$ cat config.mk
export PLATFORM = sky130hd
export DESIGN_NAME = clk_period_monitor_flat
export DESIGN_NICKNAME = d
export VERILOG_FILES = /design/src/rtl/clk_period_monitor_if.sv /design/src/rtl/clk_period_monitor.sv /design/src/flat_wrapper.sv
export SDC_FILE = /design/constraint.sdc
export NUM_CORES = 1
export LEC_CHECK = 0
export ABC_AREA = 1
export CAP_MARGIN = 30
export CORE_ASPECT_RATIO = 0.7
export CORE_MARGIN = 5
export CORE_UTILIZATION = 40
export CTS_CLUSTER_DIAMETER = 60
export DETAILED_ROUTE_END_ITERATION = 7
export GPL_ROUTABILITY_DRIVEN = 0
export GPL_TIMING_DRIVEN = 0
export PLACE_DENSITY_LB_ADDON = 0.2
export SYNTH_ARGS = -nofsm -noshare
export SYNTH_HDL_FRONTEND = slang
export SYNTH_SLANG_ARGS = --single-unit
$ cat constraint.sdc
create_clock -name clk_in -period 2 [get_ports clk_in]
set_input_delay 0.2 -clock clk_in [delete_from_list [all_inputs] [get_ports clk_in]]
set_output_delay 0.2 -clock clk_in [all_outputs]
set_load 0.005 [all_outputs]
$ cat src/rtl/clk_period_monitor_if.sv
// Bundles the monitored slow clock and the measurement/status outputs of clk_period_monitor.
interface clk_period_monitor_if #(
  parameter int CNT_W = 26
);
  logic             slow_clk_in;
  logic             edge_stb;
  logic [CNT_W-1:0] half_period;
  logic             in_range;
  logic             locked;
  logic             lost;

  modport master (
    output slow_clk_in,
    input  edge_stb, half_period, in_range, locked, lost
  );

  modport slave (
    input  slow_clk_in,
    output edge_stb, half_period, in_range, locked, lost
  );
endinterface

$ cat src/rtl/clk_period_monitor.sv
// Measures each half-period of an asynchronous slow clock in clk_in cycles and reports lock/loss.
// Latency: edge_stb and results 3 clk_in after a slow-clock change; free-running, no backpressure.
module clk_period_monitor #(
  parameter int CNT_W    = 26,
  parameter int EXP_HALF = 5001,
  parameter int TOL      = 2,
  parameter int LOCK_CNT = 4,
  parameter int TIMEOUT  = 20000
) (
  input  logic                 clk_in,
  input  logic                 rst_n,
  clk_period_monitor_if.slave  mon
);

  localparam int               LO_INT  = (EXP_HALF > TOL) ? EXP_HALF - TOL : 0;
  localparam logic [CNT_W-1:0] LO      = CNT_W'(LO_INT);
  localparam logic [CNT_W-1:0] HI      = CNT_W'(EXP_HALF + TOL);
  localparam logic [CNT_W-1:0] TMO     = CNT_W'(TIMEOUT);
  localparam logic [CNT_W-1:0] CNT_MAX = '1;
  localparam int               GW      = $clog2(LOCK_CNT + 1);
  localparam logic [GW-1:0]    GOOD_TGT = GW'(LOCK_CNT);

  typedef enum logic [1:0] {ACQUIRE, MEASURE, LOCKED, LOST} state_t;

  state_t           state, state_nxt;
  logic             s1, s2, s3;
  logic             slow_edge;
  logic [CNT_W-1:0] cnt;
  logic [GW-1:0]    good, good_nxt, good_inc;
  logic             meas_ok, timeout, measure;
  logic             edge_stb_q, in_range_q, locked_q, lost_q;
  logic [CNT_W-1:0] half_q;

  assign slow_edge = s2 ^ s3;
  assign meas_ok   = (cnt >= LO) && (cnt <= HI);
  assign timeout   = (cnt == TMO);
  assign good_inc  = good + 1'b1;

  // Timeout wins over a coincident edge; ACQUIRE/LOST edges only restart measurement.
  always_comb begin
    state_nxt = state;
    good_nxt  = good;
    measure   = 1'b0;
    if (timeout && state != LOST) begin
      state_nxt = LOST;
      good_nxt  = '0;
    end else if (slow_edge) begin
      case (state)
        ACQUIRE, LOST: begin
          state_nxt = MEASURE;
          good_nxt  = '0;
        end
        MEASURE: begin
          measure = 1'b1;
          if (meas_ok) begin
            good_nxt = good_inc;
            if (good_inc >= GOOD_TGT) state_nxt = LOCKED;
          end else begin
            good_nxt = '0;
          end
        end
        LOCKED: begin
          measure = 1'b1;
          if (!meas_ok) begin
            state_nxt = MEASURE;
            good_nxt  = '0;
          end
        end
        default: state_nxt = ACQUIRE;
      endcase
    end
  end

  always_ff @(posedge clk_in or negedge rst_n) begin
    if (!rst_n) begin
      s1         <= 1'b0;
      s2         <= 1'b0;
      s3         <= 1'b0;
      cnt        <= '0;
      good       <= '0;
      state      <= ACQUIRE;
      edge_stb_q <= 1'b0;
      half_q     <= '0;
      in_range_q <= 1'b0;
      locked_q   <= 1'b0;
      lost_q     <= 1'b0;
    end else begin
      s1         <= mon.slow_clk_in;
      s2         <= s1;
      s3         <= s2;
      // The edge cycle itself is cycle 1 of the new half-period.
      if (slow_edge)            cnt <= CNT_W'(1);
      else if (cnt != CNT_MAX)  cnt <= cnt + 1'b1;
      good       <= good_nxt;
      state      <= state_nxt;
      edge_stb_q <= slow_edge;
      if (measure) begin
        half_q     <= cnt;
        in_range_q <= meas_ok;
      end
      locked_q   <= (state_nxt == LOCKED);
      lost_q     <= (state_nxt == LOST);
    end
  end

  assign mon.edge_stb    = edge_stb_q;
  assign mon.half_period = half_q;
  assign mon.in_range    = in_range_q;
  assign mon.locked      = locked_q;
  assign mon.lost        = lost_q;

endmodule
$ cat src/flat_wrapper.sv
// flat-port wrapper written by rule: the top's interface ports become plain ports
module clk_period_monitor_flat 
#(
  parameter int CNT_W    = 26,
  parameter int EXP_HALF = 5001,
  parameter int TOL      = 2,
  parameter int LOCK_CNT = 4,
  parameter int TIMEOUT  = 20000
)
  (clk_in, rst_n, mon_slow_clk_in, mon_edge_stb, mon_half_period, mon_in_range, mon_locked, mon_lost);
  clk_period_monitor_if #(.CNT_W(CNT_W)) mon_i ();
  input  logic clk_in;
  input  logic rst_n;
  input wire logic [$bits(mon_i.slow_clk_in)-1:0] mon_slow_clk_in;
  output wire logic [$bits(mon_i.edge_stb)-1:0] mon_edge_stb;
  output wire logic [$bits(mon_i.half_period)-1:0] mon_half_period;
  output wire logic [$bits(mon_i.in_range)-1:0] mon_in_range;
  output wire logic [$bits(mon_i.locked)-1:0] mon_locked;
  output wire logic [$bits(mon_i.lost)-1:0] mon_lost;
  assign mon_i.slow_clk_in = mon_slow_clk_in;
  assign mon_edge_stb = mon_i.edge_stb;
  assign mon_half_period = mon_i.half_period;
  assign mon_in_range = mon_i.in_range;
  assign mon_locked = mon_i.locked;
  assign mon_lost = mon_i.lost;
  clk_period_monitor #(.CNT_W(CNT_W), .EXP_HALF(EXP_HALF), .TOL(TOL), .LOCK_CNT(LOCK_CNT), .TIMEOUT(TIMEOUT)) u_core (.clk_in(clk_in), .rst_n(rst_n), .mon(mon_i));
endmodule
==> summary.md, run 1 <==
| Metric | Value |
|---|---|
| Placed Instance Area | 0.00373 sq mm |
| Layout cells sized above 1 | 0.118 |
| NumNets Final | around 460 |
| DIE WIDTH | between 100 and 150 um |
| Place WS | -82.5 ps |
| Leak | between 1.5 and 2 nW |
| Via/cell ratio | 5.38 |
| Initial DRT Pass Iterations | 5 |
| Peak VDD IR | 0.515 mV |
| Clk sinks | 64 |
| Synth warn | 0 |
| Final hold slack | -53.3 ps |
| Hold_buf cts | 0 |
| GRT overflow | 0 |
| Synth top area cells | dfrtp_1 49%, nand2_1 10%, o21ai_0 5.3% |
| CP max FO | 10 |
| Avg Synthesized Cell Area | 8.17 sq um |
| DR iter-0 viols | 291 |
| Total GRT Usage | 0.186 |
| Setup ws final | 42.7 ps |
| Final setup viols | 0 |
| Die Span Y | 85.8 um |
| Failing checks | negative hold slack |
| R2R cell count | 9 |
| Slowest stage delay, CP | 390 ps |
| Critical Path RT | 2240 ps |
| RSZ-0062 raised after global routing | true |
| Post-synthesis sequential area ratio | 0.487 |
| Crit start category | flip-flop |
| Final Cell Area | 0.00404 sq mm |
| Final ANT Viol Nets | 0 |
| Power Density | 831 mW/mm^2 |
| Distinct cell type count after synthesis | 32 |
| Max-cap viol count | 0 |
| Slowest-stage cell, CP | dfrtp_1 |
| Vias in the first global route | 2899 |
| Cell area after synthesis | about 0.0033 sq mm |
| Worst path buffer plus inverter count | 2 |
| Routed wl met2 | 3590 um |
| Crit path top cell by count | nand2_1 |
| Root buffer cell | clkbuf_16 |
| DRT met1 WL | 4220 um |
| CTS tree | built |
| Clock Latency Late Sink | 330 ps |
| Crit path DAT | about 2200 ps |
| Status | finished with violations |
| ANT cells | 0 |
| Syn Nets | 411 |
| Synthesis-stage register bit count | 64 |
| Final min period | around 2000 ps |
| Core Area | 0.00794 sq mm |
| Clock Skews | about 7 ps |
| Max_slew headroom | 0.459 |
| H-tree depth | 3 |
| Part of the cycle the worst path needs | 0.979 |
| Max clock buf depth | 2 |
| Global-route wire length before repair | about 15000 um |
| Crit-path leading delay family | simple AND/OR/NAND/NOR gates |
| Synth top area share | 0.487 |
| Top sig layer | met4 |
| Met3 WL | around 970 um |
| CP cell instances | inv_1 > ha_1 > nand2_1 > nor4_1 > nand3_1 > nand2_4 > clkbuf_4 > nand2_1 > o21ai_0 |
| CTS buffer count | 9 |
| Number of remaining DRC errors | 0 |
| Largest net degree at the start of global routing | 65 |
| Largest area contributor in the netlist | dfrtp_1 |
| Slew @ Worst Pin | 811 ps |
| Reg-to-reg setup timing slack | 40 ps |
| Initial antenna violation count | 0 |
| Clock-pin slew on the worst setup and hold paths | 50 ps |
| Rows | 27 |
| R2R Path Start | u_core.cnt[0] |
| Top-Level Pins | 33 |
| Hold WC Path Type | in -> async |
| CP Capture Type | flip-flop |
| Finished Core Util | 0.509 |
| CP Class | reg -> reg |
| WL final | 8890 um |
| Syn-to-layout area delta | 23.1% |
| Max Freq | 0.511 GHz |
| Post-synthesis instance total | 402 |
| R2r endpoint | u_core.mon.half_period[10] |
| Input/output buffers | 32 |
| Routed len/inst | 16.1 um |
| Starting Density | 0.414 |
| Post-DP HPWL | 6560 um |
| Post-Layout Cell Count | 551 |
| Max-slew violations | 0 |
| Die Footprint | 0.0102 sq mm |
| Vias | between 2000 and 3000 |
| Final Hold Viols | 59 |
| Placed Instances | 535 |
==> timing repair <==
item | 4_1_cts | 5_1_grt
setup buffers | 1 | 0
endpoints found under the setup margin | 48 | 52
pin swaps | 1 | 0
resized for setup | 2 | 7
==> cells in the mapped netlist (all sizes together) <==
cell and n:
buf 9, nor2 49, o31ai 14, nand2 96, xnor2 1, nand3 21
inv 46, nor3 20, nand4 14, a21boi 1, nor3b 1, xor2 4
a31oi 2, ha 6, or2 1, dfrtp 64, clkbuf 1, a211oi 1
nor4 6, a21oi 9, o21ai 36
==> routing by layer <==
layer,vias up,GRT usage
li1,1427,-
met1,1399,0.280
met2,127,0.253
met3,12,0.0587
met4,0,0.0573
met5,-,0
==> worst reg2reg max path, stage by stage (launching register included) <==
cell and delay, ps:
dfrtp_1 390, inv_1 180, ha_1 200, nand2_1 60, nor4_1 260, nand3_1 230
nand2_4 180, clkbuf_4 220, nand2_1 70, o21ai_0 80
==> sequential cells by signal, indices dropped and copies added (netlist names) <==
signal and count:
u_core.s3 1, u_core.mon.edge_stb 1, u_core.s2 1, u_core.s1 1
u_core.mon.lost 1, u_core.mon.locked 1, u_core.state 2, u_core.cnt 26
u_core.good 3, u_core.mon.half_period 26, u_core.mon.in_range 1
==> kinds of logic (layout without fill, tap and decap cells) <==
family          Yosys count  in the layout  share of synthesized area
buf+inv                  56            104                     0.0708
fa+ha+maj                 6              6                     0.0228
compound gates           63             63                      0.109
simple gates            208            208                      0.297
xor+xnor                  5              5                     0.0133
flops                    64             64                      0.487
==> metrics by stage <==
| stage | power, W | setup TNS (ps) |
|---|---|---|
| after global placement | 0.00191 | -91900 |
| after CTS | 0.00338 | 0 |
| after floorplan | 0.00171 | 0 |
| after global routing | 0.00353 | -991 |
| final | 0.00336 | 0 |
| after detailed placement | 0.00191 | -778 |
==> worst max path at each step <==
stage	start	endpoint	slack, ps	cells after the start
after floorplan	u_core.cnt[0]	u_core.cnt[7]	390	10
after global placement	rst_n	u_core.mon.locked	-1430	1
final	u_core.cnt[0]	u_core.mon.half_period[10]	40	9
after global routing	u_core.cnt[0]	u_core.cnt[25]	-90	10
after detailed placement	u_core.cnt[0]	u_core.mon.half_period[10]	-80	9
after CTS	u_core.cnt[0]	u_core.cnt[25]	3	10
==> cell type report <==
type	instances	area, sq um
buffer	10	72.6
clock buffer	12	256
clock inverter	3	17.5
fill	778	3890
inverter	46	173
multi-input combinational	282	1470
sequential	64	1600
tap	101	126
timing repair buffer	33	325
==> where the power goes <==
part           internal, W  leakage, nW  total (W)  switching, W
sequential         0.00136        0.868    0.00142     0.0000519
clock             0.000894        0.134    0.00145      0.000552
combinational     0.000181        0.775   0.000498      0.000317
==> cell usage in the layout, fill, tap and decap left out, drive strengths merged, types with 6 or more instances in the layout <==
cell	synthesis	layout
dfrtp	64	64
a21oi	9	9
nand3	21	21
nor2	49	49
nand4	14	14
clkdlybuf4s50	0	31
clkbuf	1	18
o21ai	36	36
buf	9	6
nand2	96	96
nor3	20	20
nor4	6	6
ha	6	6
inv	46	46
o31ai	14	14
No activity file was read; power rests on OpenSTA's default activity.
==> run 2, diff against run 1 <==
- clock period: 2 -> 2.2 ns (I/O delays scaled with it)
==> run 2 against run 1 <==
Effect of this change: the flow still finishes with violations (negative hold slack); final area down 0.68%; critical path depth unchanged; clock power down 9%; critical path type unchanged.
==> summary.md, run 2 (same netlist as run 1, synthesis figures left out) <==
| Metric | Value |
|---|---|
| Initial DRT Pass Iterations | 5 (unchanged) |
| RSZ-0062 raised after global routing | false |
| ANT cells | 0 (unchanged) |
| Root buffer cell | clkbuf_16 |
| Starting Density | 0.414 (unchanged) |
| Final hold slack | -44.7 ps (+8.60 ps) |
| Setup ws final | 114 ps (+71.4 ps) |
| Max-cap viol count | 0 (unchanged) |
| CP Capture Type | flip-flop |
| Clock-pin slew on the worst setup and hold paths | 50 ps (about the same) |
| Total GRT Usage | 0.185 (-0.000851) |
| CTS buffer count | 9 (unchanged) |
| Final min period | 2090 ps (+129 ps) |
| Hold_buf cts | 0 (unchanged) |
| Initial antenna violation count | 0 (unchanged) |
| Routed len/inst | 16.2 um (+0.14%) |
| Via/cell ratio | 5.33 (-1.0%) |
| CTS tree | built |
| Global-route wire length before repair | 14800 um (-0.51%) |
| NumNets Final | 454 (-0.22%) |
| Number of remaining DRC errors | 0 (unchanged) |
| GRT overflow | 0 (unchanged) |
| Failing checks | negative hold slack |
| Die Span Y | 85.8 um (unchanged) |
| Vias | 2929 (-1.2%) |
| Critical Path RT | 2440 ps (+200 ps) |
| CP max FO | 10 (unchanged) |
| Crit path DAT | 2330 ps (+130 ps) |
| Hold WC Path Type | in -> async |
| Largest net degree at the start of global routing | 65 (unchanged) |
| Peak VDD IR | 0.471 mV (-8.6%) |
| Syn-to-layout area delta | 22.2% |
| Max_slew headroom | 0.459 (about the same) |
| Core Area | 0.00794 sq mm (unchanged) |
| Input/output buffers | 32 (unchanged) |
| Top-Level Pins | 33 (unchanged) |
| Max-slew violations | 0 (unchanged) |
| Place WS | 118 ps (+200 ps) |
| Layout cells sized above 1 | 0.116 (-0.00196) |
| Max Freq | 0.479 GHz (-6.2%) |
| Max clock buf depth | 2 (unchanged) |
| Power Density | 758 mW/mm^2 (-8.8%) |
| Die Footprint | 0.0102 sq mm (unchanged) |
| Reg-to-reg setup timing slack | 110 ps (+70 ps) |
| Most common cell after layout, fill and taps aside | nand2_1 |
| Final Hold Viols | 28 (-53%) |
| DIE WIDTH | 118 um (unchanged) |
| Total power | 0.00304 W (-9.4%) |
| Status | finished with violations |
| Final ANT Viol Nets | 0 (unchanged) |
| Most frequent cells in the layout | 91 x nand2_1, 64 x dfrtp_1, 42 x nor2_1 |
| Final setup viols | 0 (unchanged) |
| Clock Skews | 5.85 ps (-1.12 ps) |
| Vias in the first global route | 2893 (-0.21%) |
| Rows | 27 (unchanged) |
| Clock Latency Late Sink | 330 ps (about the same) |
| Leak | 1.77 nW (-0.52%) |
| WL final | 8890 um (about the same) |
| Crit start category | flip-flop |
| Post-DP HPWL | 6560 um (unchanged) |
| Slew @ Worst Pin | 812 ps (+0.637 ps) |
| H-tree depth | 3 (unchanged) |
| Clk sinks | 64 (unchanged) |
| DR iter-0 viols | 296 (+1.7%) |
| CP Class | reg -> reg |
| Part of the cycle the worst path needs | 0.948 (-0.0305) |
[run 2: changes by cell type in the layout (fill, tap and decap cells not counted), sizes merged]
cell,delta
clkbuf,-5
buf,+4
[run 2: per-layer routing]
layer / GRT usage / share of wire
met2: 0.253 / 0.40
met5: 0 / 0
met1: 0.277 / 0.49
met3: 0.0587 / 0.096
met4: 0.0573 / 0.012
[run 2: cell type report]
type | instances | area [sq um]
tap | 101 | 126
fill | 782 | 3920
timing repair buffer | 32 | 318
sequential | 64 | 1600
multi-input combinational | 282 | 1460
clock inverter | 3 | 17.5
clock buffer | 12 | 256
buffer | 10 | 60.1
inverter | 46 | 173
[run 2: worst max-delay path: stages, from the launching register on]
cell	delay (ps)
dfrtp_1	390
inv_1	180
ha_1	210
nand2_1	60
nor4_1	260
nand3_1	290
nand2_4	200
buf_2	240
nand2_1	80
o21ai_0	80
[run 2: final timing paths]
check                                     start                          to  depth (start not counted)
worst max-delay path              u_core.cnt[0]  u_core.mon.half_period[10]                          9
worst min-delay path                      rst_n   u_core.mon.half_period[4]                          1
worst max register to register    u_core.cnt[0]  u_core.mon.half_period[10]                          9
worst min register to register        u_core.s1                   u_core.s2                          0
max in group asynchronous                 rst_n               u_core.cnt[4]                          1
min in group clk_in             mon_slow_clk_in                   u_core.s1                          1
[run 2: through the flow]
step	cell area [sq um]	setup TNS (ps)	std cells	util
4_1_cts	4000	0	550	0.504
2_1_floorplan	3290	0	402	-
6_report	4020	0	550	0.506
3_3_place_gp	3730	-79920	535	0.470
3_5_place_dp	3730	0	535	0.470
5_1_grt	4020	0	550	0.506
[run 2: timing repair]
action                                  in CTS  in global routing
setup buffers                                0                  0
resized for setup                            0                  3
endpoints found under the setup margin       0                 29
[run 2: power by group]
group          leakage, nW  internal, W  switching (W)
logic                0.766     0.000152       0.000287
clock network        0.134     0.000813       0.000505
registers            0.868      0.00124      0.0000467
==> run 3, diff against run 2 <==
- SETUP_SLACK_MARGIN: not set -> 0.3
==> run 3 against run 2 <==
Effect of this change: the flow still finishes with violations (negative hold slack); largest cell class unchanged; fmax grew 12%; wire length grew 5.5%; clock-buffer cell count is the same; worst setup slack gained 230 ps; sequential share of layout area shrank 1.9 points; critical endpoint unchanged; utilization grew 2.6 points; via count grew 3.6%; final area grew 5.2%; combinational power grew 12%; global-route usage grew 0.17 points; cell count grew 1.8%; clock power is essentially flat.
==> summary.md, run 3 (same netlist as run 1, synthesis figures left out) <==
| Metric | Value |
|---|---|
| Status | finished with violations |
| Failing checks | negative hold slack |
| Die Footprint | 0.0102 sq mm (unchanged) |
| Max-slew violations | 0 (unchanged) |
| CP Capture Type | flip-flop |
| Clock-pin slew on the worst setup and hold paths | 50 ps (about the same) |
| Initial DRT Pass Iterations | 5 (unchanged) |
| Multi-input logic area | 0.00153 sq mm (+4.8%) |
| Final Hold Viols | 22 (-21%) |
| H-tree depth | 3 (unchanged) |
| Top-Level Pins | 33 (unchanged) |
| Clock Skews | 6.18 ps (+0.336 ps) |
| DR iter-0 viols | 385 (+30%) |
| Final hold slack | -40.8 ps (+3.88 ps) |
| Most common cell after layout, fill and taps aside | nand2_1 |
| Final min period | 1860 ps (-225 ps) |
| CTS tree | built |
| Crit start category | flip-flop |
| GRT overflow | 0 (unchanged) |
| Placed Instance Area | 0.00373 sq mm (unchanged) |
| Comb power frac | 0.159 (+0.015) |
| DIE WIDTH | 118 um (unchanged) |
| Switching Fraction | 0.276 (about the same) |
| Syn-to-layout area delta | 28.6% |
| Critical Path RT | 2440 ps (about the same) |
| Max Freq | 0.537 GHz (+12%) |
| Setup total negative slack | 0 ps (unchanged) |
| CTS buffer count | 9 (unchanged) |
| RSZ-0062 raised after global routing | true |
| Most frequent cells in the layout | 91 x nand2_1, 63 x dfrtp_1, 42 x nor2_1 |
| Clock Latency Late Sink | 330 ps (about the same) |
| Hold_buf cts | 0 (unchanged) |
| Root buffer cell | clkbuf_16 |
| Core Area | 0.00794 sq mm (unchanged) |
| Max clock buf depth | 2 (unchanged) |
| Leak | 1.88 nW (+6.4%) |
| Routed len/inst | 16.7 um (+3.6%) |
| Vias in the first global route | 2926 (+1.1%) |
| ANT cells | 0 (unchanged) |
| Die Span Y | 85.8 um (unchanged) |
| Final Cell Area | 0.00423 sq mm (+5.2%) |
| Largest net degree at the start of global routing | 65 (unchanged) |
| CP Class | reg -> reg |
| Area taken by flip-flops and latches | 0.00160 sq mm (about the same) |
| Power Density | 734 mW/mm^2 (-3.1%) |
| Slowest-stage cell, CP | dfrtp_1 |
| CP cell instances | inv_2 > ha_1 > nand2_1 > nor4_2 > nand3_2 > nand2_4 > buf_4 > nand2_1 > o21ai_0 |
| Fillers | 753 (-3.7%) |
| Vias | 3035 (+3.6%) |
| Global-route wire length before repair | 15000 um (+0.84%) |
| NumNets Final | 464 (+2.2%) |
| Peak VDD IR | 0.424 mV (-10%) |
| Total GRT Usage | 0.187 (+0.00170) |
| Reg power frac | 0.417 (-0.006) |
| Post-DP HPWL | 6560 um (unchanged) |
| WL final | 9380 um (+5.5%) |
| Hold WC Path Type | in -> async |
| Switch Pwr | 0.000856 W (+2.0%) |
| CP max FO | 10 (unchanged) |
| Slew @ Worst Pin | 817 ps (+5.00 ps) |
| Max_slew headroom | 0.455 (-0.00333) |
| Layout cells sized above 1 | 0.163 (+0.0476) |
| Slowest stage delay, CP | 430 ps (+40 ps) |
| Rows | 27 (unchanged) |
| Final ANT Viol Nets | 0 (unchanged) |
| Max-cap viol count | 0 (unchanged) |
| Internal | 0.00225 W (+1.9%) |
| Initial antenna violation count | 0 (unchanged) |
| Clock share of power | 0.425 (-0.008) |
| Part of the cycle the worst path needs | 0.846 (-0.102) |
| Crit path DAT | 2100 ps (-230 ps) |
| Via/cell ratio | 5.42 (+1.8%) |
| Input/output buffers | 32 (unchanged) |
| Crit path top cell by count | nand2_1 |
| Starting Density | 0.414 (unchanged) |
| Number of remaining DRC errors | 0 (unchanged) |
| Clk sinks | 64 (unchanged) |
| Final setup viols | 0 (unchanged) |
run 3: cell count changes in the layout (fill, tap and decap cells not counted), moves of 2 or more:
cell	previous run	this run
buf_2	6	0
buf_4	1	11
buf_8	0	2
clkbuf_16	9	11
clkbuf_2	0	2
inv_1	39	34
inv_2	7	11
nor4_1	6	3
nor4_2	0	2
run 3: final cells by class:
class,count,share of cell area
Buffer,10,0.0219
Clock buffer,12,0.0607
Clock inverter,3,0.00415
Inverter,46,0.0415
Multi-Input combinational cell,283,0.363
Sequential cell,64,0.379
Tap cell,101,0.0299
Timing Repair Buffer,41,0.0995
run 3: what timing repair did:
| item | in CTS | in global routing |
|---|---|---|
| gates cloned | 0 | 3 |
| setup endpoints to repair | 49 | 49 |
| pin swaps | 1 | 3 |
| resized for setup | 8 | 27 |
| buffers inserted | 1 | 6 |
| endpoints found under the hold margin | 0 | 0 |
run 3: per-layer routing:
layer	part of all wire	routed length (um)	vias up	GRT usage
met5	0	0	-	0
met2	0.41	3850	135	0.255
met4	0.010	94	0	0.0583
met3	0.10	957	10	0.0606
met1	0.48	4480	1440	0.279
li1	-	-	1450	-
run 3: power by group through the flow:
stage	combinational (W)	clock (W)	sequential (W)
2_1_floorplan	0.000253	0	0.00130
3_3_place_gp	0.000430	0	0.00131
3_5_place_dp	0.000433	0	0.00131
4_1_cts	0.000454	0.00134	0.00129
5_1_grt	0.000557	0.00140	0.00130
6_report	0.000493	0.00132	0.00129
run 3: through the flow:
step	worst slack [ps]	utilization	std cells	total power [W]
after floorplan	588	-	402	0.00155
after global placement	-1250	0.470	535	0.00173
after detailed placement	118	0.470	535	0.00174
after CTS	309	0.509	551	0.00308
after global routing	231	0.532	560	0.00326
final	339	0.532	560	0.00310
run 3: critical path: cells and delay by family (launching register included):
kind / cells / cell delay [ps]
AOI/OAI and AO/OA: 1 / 80
adders and majority gates: 1 / 180
buffers and inverters: 2 / 300
DFF: 1 / 430
and+or+nand+nor: 5 / 770
run 3: path summary, 6_finish.rpt:
check / startpoint / end / cells after the start / slack, ps
setup / recovery: u_core.cnt[0] / u_core.mon.half_period[10] / 9 / 340
hold / removal: rst_n / u_core.mon.half_period[4] / 1 / -40
setup reg to reg: u_core.cnt[0] / u_core.mon.half_period[10] / 9 / 340
hold reg to reg: u_core.s1 / u_core.s2 / 0 / 350
max in group asynchronous: rst_n / u_core.cnt[3] / 1 / 1660
min in group clk_in: mon_slow_clk_in / u_core.s1 / 1 / 330
